File: config.mk
export PLATFORM = sky130hd
export DESIGN_NAME = ins_sequencer
export DESIGN_NICKNAME = d
export VERILOG_FILES = /design/src/rtl/ins_sequencer.sv
export SDC_FILE = /design/constraint.sdc
export NUM_CORES = 1
export LEC_CHECK = 0
export BUFFER_PORTS_ARGS = -buffer_cell sky130_fd_sc_hd__buf_2
export CORE_ASPECT_RATIO = 1.4
export CORE_MARGIN = 3
export CORE_UTILIZATION = 48
export CTS_CLUSTER_SIZE = 10
export DETAILED_ROUTE_END_ITERATION = 7
export GPL_TIMING_DRIVEN = 0
export PLACE_DENSITY = 0.83
export SYNTH_ARGS = -nofsm -noshare
export SYNTH_HDL_FRONTEND = slang
export SYNTH_SLANG_ARGS = --single-unit
File: constraint.sdc
create_clock -name clk -period 3.39 [get_ports clk]
set_input_delay 0.678 -clock clk [delete_from_list [all_inputs] [get_ports clk]]
set_output_delay 0.678 -clock clk [all_outputs]
set_load 0.01 [all_outputs]
File: src/rtl/ins_sequencer.sv
// Instruction fetch/decode sequencer: 4-phase FETCH/LATCH/DECODE/UPDATE cycle
// that drives the PC strobes and offers single-byte instructions to the datapath.
module ins_sequencer #(
    parameter int ADDR_W = 8,
    parameter int INS_W  = 8
) (
    input  logic              clk,
    input  logic              reset,
    input  logic              start,
    input  logic [ADDR_W-1:0] ins_address,
    input  logic [INS_W-1:0]  mem_data,
    input  logic              z_flag,
    input  logic              dp_busy,
    output logic              mem_read,
    output logic              enable,
    output logic              pc_inc,
    output logic              pc_load,
    output logic [ADDR_W-1:0] pc_target,
    output logic              finish,
    output logic [INS_W-1:0]  ir,
    output logic              ir_valid,
    output logic [1:0]        phase
);
    localparam logic [INS_W-1:0] OP_END   = INS_W'(8'hFF);
    localparam logic [INS_W-1:0] OP_JMP   = INS_W'(8'hF0);
    localparam logic [INS_W-1:0] OP_JMPZ  = INS_W'(8'hF1);
    localparam logic [INS_W-1:0] OP_JMPNZ = INS_W'(8'hF2);

    typedef enum logic [2:0] {IDLE, FETCH, LATCH, DECODE, UPDATE, HALT} state_t;

    state_t state, state_n;
    logic   second_byte, second_byte_n;
    logic   enable_n;
    logic   taken;
    logic   is_end, is_jump, jump_cond;

    // The PC value is observed only for debug; the ROM address comes from the PC itself.
    logic unused_addr;
    assign unused_addr = ^ins_address;

    assign is_end    = (ir == OP_END);
    assign is_jump   = (ir == OP_JMP) || (ir == OP_JMPZ) || (ir == OP_JMPNZ);
    assign jump_cond = (ir == OP_JMP) || ((ir == OP_JMPZ) && z_flag) ||
                       ((ir == OP_JMPNZ) && !z_flag);

    always_ff @(posedge clk) begin
        if (reset) begin
            state       <= IDLE;
            second_byte <= 1'b0;
            enable      <= 1'b0;
            taken       <= 1'b0;
            ir          <= '0;
            pc_target   <= '0;
        end else begin
            state       <= state_n;
            second_byte <= second_byte_n;
            enable      <= enable_n;
            if (state == LATCH) begin
                if (second_byte) pc_target <= ADDR_W'(mem_data);
                else             ir        <= mem_data;
            end
            // Jump condition is frozen during the target-byte DECODE for use in UPDATE.
            if (state == DECODE && second_byte)
                taken <= jump_cond;
        end
    end

    always_comb begin
        state_n       = state;
        second_byte_n = second_byte;
        enable_n      = enable;
        mem_read      = 1'b0;
        pc_inc        = 1'b0;
        pc_load       = 1'b0;
        finish        = 1'b0;
        ir_valid      = 1'b0;
        phase         = 2'd0;
        case (state)
            IDLE: begin
                if (start) begin
                    state_n  = FETCH;
                    enable_n = 1'b1;
                end
            end
            FETCH: begin
                mem_read = 1'b1;
                state_n  = LATCH;
            end
            LATCH: begin
                phase   = 2'd1;
                state_n = DECODE;
            end
            DECODE: begin
                phase = 2'd2;
                if (second_byte)  state_n = UPDATE;
                else if (is_end)  state_n = HALT;
                else if (is_jump) state_n = UPDATE;
                else begin
                    ir_valid = 1'b1;
                    if (!dp_busy) state_n = UPDATE;
                end
            end
            UPDATE: begin
                phase   = 2'd3;
                pc_load = second_byte && taken;
                pc_inc  = !(second_byte && taken);
                state_n = FETCH;
                // ir still holds the jump opcode while its target byte is fetched.
                second_byte_n = !second_byte && is_jump;
            end
            HALT: begin
                finish = 1'b1;
            end
            default: state_n = IDLE;
        endcase
    end
endmodule

==> results_dict.tcl, run 1 <==
set metrics [dict create \
    status "completed" \
    finalMaxSlewViolations 0 \
    htreeDepth 1 \
    synth_edf_count 0 \
    core_area_sq_um 1800 \
    worst-endpoint-required_ns 2.71 \
    port_buffers 36 \
    p_sw_frac 0.261 \
    hold_start "pc_target[1]$_SDFFE_PP0P_" \
    clock.fmax_mhz 417 \
    power_mw 0.575 \
    synth_nets 142 \
    worst_hold_path_type "reg2reg" \
    cts_tree "built" \
    num-nets-final 183 \
    rr_startpoint "second_byte$_SDFFE_PP0P_" \
    wl_met2_um 1220 \
    grt_overflow 0 \
    cp.arrival_ns 1.72 \
    p_sw_mw 0.150 \
    instances_no_fill 181 \
    p_int_mw 0.425 \
    regArea_sq_um 440 \
    num-fill-cells 180 \
    grt_first_pass_wirelength_um 3950 \
    synth_area_leaders "dfxtp_1 47%, nand2_1 14%, a21oi_1 12%" \
    insertion_delay_ns 0.32 \
    min_period_over_period 0.707 \
    ys_ff_latch 22 \
    drive_gt1_frac 0.273 \
    start_util 0.522 \
    synth_seq_area_share 0.469 \
    synthArstFlopShare 0 \
    timing.slew.headroom 0.667 \
    via_count 995 \
    post-route-min-period_ns 2.40 \
    synth_flop_cell "dfxtp_1" \
    gp_congestion 0.791 \
    met3WireLength_um 100 \
    drt_first_iter_violations 16 \
    post_cts_buffers 0 \
    finalSetupViolCount 0 \
    dpl_cell_area_sq_um 1140 \
    ir_drop_uv 463 \
    setup-tns-final_ns 0 \
    synthCells 121 \
    design_area_sq_um 1200 \
    rsz0062_at_grt "no" \
    preCtsSetupSlack_ns 1.40 \
    antenna_found_initial 0 \
    tightestPinTransition_ns 0.497 \
    viasPerCell 5.50 \
    grtUsageTotal 0.201 \
    timing_hold_violations_final 0 \
    drc 0 \
    antenna_cells 0 \
    post-dp-hpwl_um 1770 \
    grt_max_degree 14 \
    multiInputGateArea_sq_um 472 \
    ys_types 26 \
    synthDominantCellAreaShare 0.469 \
    worst_slack_ns 0.992 \
    p_comb_frac 0.151 \
    ctsHoldBuffers 0 \
    clk_pin_slew_ns 0.13 \
    cts-root-buf "clkbuf_4" \
    pwr-share-seq 0.493 \
    cp_max_fo 8 \
    die_y_um 58.4 \
    drv_cap 0 \
    powerDensity_nw_per_um2 481 \
    routed_wl_um 2400 \
    final_util 0.665 \
    numCtsBuffers 3 \
    fp-row-count 18 \
    topRoutingLayerUsed "met4" \
    die_area_sq_um 2530 \
    io-pin-count 45 \
    cp-start-kind "flop" \
    syn-mean-instance-area_sq_um 7.77 \
    yosysTopAreaCell "dfxtp_1" \
    ant_nets 0 \
    cts_resized 0 \
    synth_area_sq_um 940 \
    holdWs_ns 0.461 \
    power_frac_clock 0.356 \
    grt_pass1_vias 903 \
    p_leak_nw 0.526 \
    skew_ns 0.00850 \
    ys_warn_count 0 \
    die_w_um 43.4 \
    met1Wirelength_um 999 \
    cts.sinks 22 \
    syn2layout_area_growth_pct 27.4 \
    wire_per_inst_um 13.3 \
    clk_path_buf_depth 2 \
    first_pass_iters 4 \
    cp-end-kind "primary output" \
    worst-setup-path-type "reg2out" \
    dp_cells 177 \
    startpoint "state[1]$_SDFFE_PP0P_" \
]
registers in the layout, summed over array words and instances, names as in the netlist:
signal and flops:
ir 8, pc_target 8, taken 1, enable 1, state 3, second_byte 1
cell type report:
cell class	count	share of cell area
buffer	4	0.0136
clock buffer	3	0.0188
clock inverter	1	0.0251
inverter	3	0.00940
multi-input combinational	92	0.394
sequential	22	0.368
tap	20	0.0209
timing repair buffer	36	0.150
worst max-delay path, cell delays in order (launching register included):
cell and delay (ns):
dfxtp_1 0.54, and2b_1 0.24, nand2_1 0.12, nor3_1 0.31
buf_2 0.20
cell usage after synthesis (all sizes together) (2+ instances only):
| cell type | number |
|---|---|
| clkbuf | 3 |
| nand3 | 2 |
| nand2b | 3 |
| dfxtp | 22 |
| nand4 | 2 |
| a21oi | 23 |
| nand2 | 36 |
| nor4 | 2 |
| nor3 | 7 |
| inv | 3 |
| nor2 | 5 |
path summary, 6_finish.rpt:
kind	endpoint	cells after the start	slack (ns)
worst min-delay path	pc_target[1]$_SDFFE_PP0P_	2	0.46
worst min register to register	pc_target[1]$_SDFFE_PP0P_	2	0.46
worst max register to register	pc_target[5]$_SDFFE_PP0P_	4	1.87
worst max-delay path	ir_valid	4	0.99
per-layer routing:
layer / global-route usage / vias to the layer above
li1: - / 499
met1: 0.243 / 459
met2: 0.338 / 28
met3: 0.0245 / 9
met4: 0.112 / 0
met5: 0 / -
cell families after synthesis:
family | count (synthesis) | share of synthesized area
AO/OA/AOI/OAI | 30 | 0.181
buffers and inverters | 7 | 0.0293
flip-flops | 22 | 0.469
multiplexers | 1 | 0.0107
AND/OR/NAND/NOR | 61 | 0.310
placed cells by master (no fill, tap or decap), types with 2 or more instances in the layout:
cell type,instances
buf_2,37
nand2_1,36
a21oi_1,23
dfxtp_1,22
nor3_1,5
nor2_1,5
inv_1,3
clkbuf_1,3
clkbuf_4,3
nand2b_1,2
nand4_1,2
nor3_2,2
nand3_1,2
nor4_1,2
power groups by stage:
stage               combinational [mW]  clock (mW)  sequential, mW
floorplan                       0.0500           0           0.291
global placement                0.0832           0           0.288
detailed placement              0.0859           0           0.289
CTS                             0.0871       0.201           0.283
global route                    0.0955       0.210           0.285
finish                          0.0867       0.205           0.284
(Power assumes the default switching activity.)
==> run 2: changes to the inputs <==
--- a/config.mk
+++ b/config.mk
@@ -5,14 +5,15 @@
 export SDC_FILE = /design/constraint.sdc
 export NUM_CORES = 1
 export LEC_CHECK = 0
+export ABC_AREA = 1
 export BUFFER_PORTS_ARGS = -buffer_cell sky130_fd_sc_hd__buf_2
 export CORE_ASPECT_RATIO = 1.4
 export CORE_MARGIN = 3
-export CORE_UTILIZATION = 48
+export CORE_UTILIZATION = 45
 export CTS_CLUSTER_SIZE = 10
 export DETAILED_ROUTE_END_ITERATION = 7
 export GPL_TIMING_DRIVEN = 0
-export PLACE_DENSITY = 0.83
+export PLACE_DENSITY = 0.77
 export SYNTH_ARGS = -nofsm -noshare
 export SYNTH_HDL_FRONTEND = slang
 export SYNTH_SLANG_ARGS = --single-unit
==> constraint.sdc (replaced) <==
create_clock -name clk -period 2.5 [get_ports clk]
set_input_delay 0.5 -clock clk [delete_from_list [all_inputs] [get_ports clk]]
set_output_delay 0.5 -clock clk [all_outputs]
set_load 0.01 [all_outputs]
==> run 2 against run 1 <==
Effect of this change:
- power increased by 58%
- count of clock-buffer cells in the layout increased by 1
- clock skew decreased by 0.0053 ns
- sequential share of layout area decreased by 1.2 points
- utilization decreased by 5.2 points
- routed wire length decreased by 7.6%
- synthesized cell count increased by 21%
- setup slack got worse by 0.44 ns
- final cell count increased by 14%
- first-iteration DRC count increased by 19%
- sequential power increased by 55%
- critical endpoint is now pc_inc
- largest cell class unchanged
- largest power group unchanged
- highest routed layer unchanged
==> results_dict.tcl, run 2 <==
set metrics [dict create \
    die_w_um 45.7 \
    powerDensity_nw_per_um2 734 \
    timing_hold_violations_final 0 \
    ctsHoldBuffers 0 \
    cp-end-kind "primary output" \
    num-nets-final 208 \
    ir_drop_uv 606 \
    r2r_cells 6 \
    rr_startpoint "state[1]$_SDFFE_PP0P_" \
    cts.sinks 22 \
    post_cts_buffers 0 \
    synthCells 146 \
    clock.fmax_mhz 512 \
    grtUsageTotal 0.172 \
    timing.slew.headroom 0.739 \
    antenna_cells 0 \
    post-dp-hpwl_um 1830 \
    p_leak_nw 0.619 \
    insertion_delay_ns 0.30 \
    syn2layout_area_growth_pct 24.4 \
    setup-tns-final_ns 0 \
    cp-start-kind "flop" \
    die_area_sq_um 2820 \
    synthArstFlopShare 0 \
    num-fill-cells 185 \
    tightestPinTransition_ns 0.392 \
    holdPathEnd "enable$_SDFFE_PP0P_" \
    cp_max_fo 7 \
    regToRegSetupSlack_ns 1.20 \
    holdPathStages 2 \
    grt_max_degree 13 \
    cts_resized 0 \
    synth_area_sq_um 995 \
    clk_path_buf_depth 2 \
    gp_congestion 0.848 \
    grt_first_pass_wirelength_um 3660 \
    viasPerCell 5.02 \
    ys_types 20 \
    htreeDepth 1 \
    first_pass_iters 6 \
    synth_area_leaders "dfxtp_1 44%, nor2_1 15%, o21ai_1 7.5%" \
    min_period_over_period 0.781 \
    ys_ff_latch 22 \
    core_area_sq_um 2020 \
    synth_seq_area_share 0.443 \
    synth_flop_cell "dfxtp_1" \
    synth.most_common_cell "nor2_1" \
    synth_nets 167 \
    routed_wl_um 2220 \
    ys_warn_count 0 \
    final_common_cell "nor2_1" \
    reg_top3 "ir (8), pc_target (8), state (3)" \
    final_cell_mix "40 x nor2_1, 37 x buf_2, 22 x dfxtp_1" \
    hold_start "reset" \
    synthDominantCellAreaShare 0.443 \
    yosysTopAreaCell "dfxtp_1" \
    worst_hold_path_type "in2reg" \
    drv_cap 0 \
    drc 0 \
    port_buffers 36 \
    drt_first_iter_violations 19 \
    synthTopCellsByCount "40 x nor2_1, 22 x dfxtp_1, 18 x nand2_1" \
    finalSetupViolCount 0 \
    cts-root-buf "clkbuf_4" \
    die_y_um 61.6 \
    status "completed" \
    io-pin-count 45 \
    post-route-min-period_ns 1.95 \
    via_count 1039 \
    finalMaxSlewViolations 0 \
    worst-endpoint-required_ns 2.00 \
    antenna_found_initial 0 \
    final_util 0.612 \
    syn-mean-instance-area_sq_um 6.81 \
    numCtsBuffers 3 \
    synth_edf_count 0 \
    clk_pin_slew_ns 0.11 \
    worst-setup-path-type "reg2out" \
    rsz0062_at_grt "no" \
    grt_overflow 0 \
    start_util 0.492 \
    skew_ns 0.00321 \
    cts_tree "built" \
    grt_pass1_vias 921 \
    wire_per_inst_um 10.7 \
    holdWs_ns 0.367 \
    drive_gt1_frac 0.285 \
    reg2reg_to "ir[7]$_SDFFE_PP0P_" \
    fp-row-count 19 \
    ant_nets 0 \
    cp.arrival_ns 1.45 \
]
## run 2: worst max-delay path by stage
stage	startpoint	end	slack [ns]	depth (start not counted)
2_1_floorplan	state[0]$_SDFFE_PP0P_	pc_inc	1.04	5
3_3_place_gp	ir[5]$_SDFFE_PP0P_	ir_valid	0.95	6
3_5_place_dp	state[0]$_SDFFE_PP0P_	pc_inc	0.92	6
4_1_cts	state[0]$_SDFFE_PP0P_	pc_inc	0.57	6
5_1_grt	state[0]$_SDFFE_PP0P_	pc_inc	0.38	6
6_report	state[0]$_SDFFE_PP0P_	pc_inc	0.55	6
## run 2: critical path, cell delays in order (launching register included)
cell and delay [ns]:
dfxtp_1 0.41, nor2_1 0.21, inv_1 0.09, nor2_2 0.09, inv_2 0.07, a21oi_1 0.12, buf_2 0.15
## run 2: final cells by class
type | count | area, sq um | area share
multi-input cells | 102 | 469 | 0.379
clock buffers | 4 | 36.3 | 0.0293
flip-flops and latches | 22 | 440 | 0.356
plain buffers | 3 | 12.5 | 0.0101
inverters | 19 | 72.6 | 0.0586
well taps | 21 | 26.3 | 0.0212
repair buffers | 36 | 180 | 0.146
## run 2: metrics by stage
step	cell area [sq um]	cells	setup WS, ns	total power, mW
finish	1240	207	0.549	0.908
detailed placement	1200	203	0.915	0.729
CTS	1240	207	0.565	0.915
floorplan	995	146	1.04	0.630
global placement	1200	203	0.947	0.715
global route	1240	207	0.380	0.968
## run 2: kinds of logic (layout without fill, tap and decap cells)
logic type             Yosys count  count (layout)  synth area share
AO/OA/AOI/OAI                   30              30             0.158
AND/OR/NAND/NOR                 72              72             0.313
flip-flops                      22              22             0.443
buffers and inverters           22              62            0.0855
## run 2: layer usage
metal / vias to the layer above / global-route usage / routed length, um
li1: 545 / - / -
met1: 461 / 0.183 / 876
met2: 28 / 0.325 / 1170
met3: 5 / 0.0234 / 132
met4: 0 / 0.0732 / 40
met5: - / 0 / 0
## run 2: power breakdown
group          total (mW)  internal [mW]  switching, mW  leakage, nW
clock network       0.188         0.0889         0.0992       0.0210
logic               0.280          0.106          0.174        0.419
registers           0.440          0.393         0.0468        0.179
total               0.908          0.588          0.320        0.619
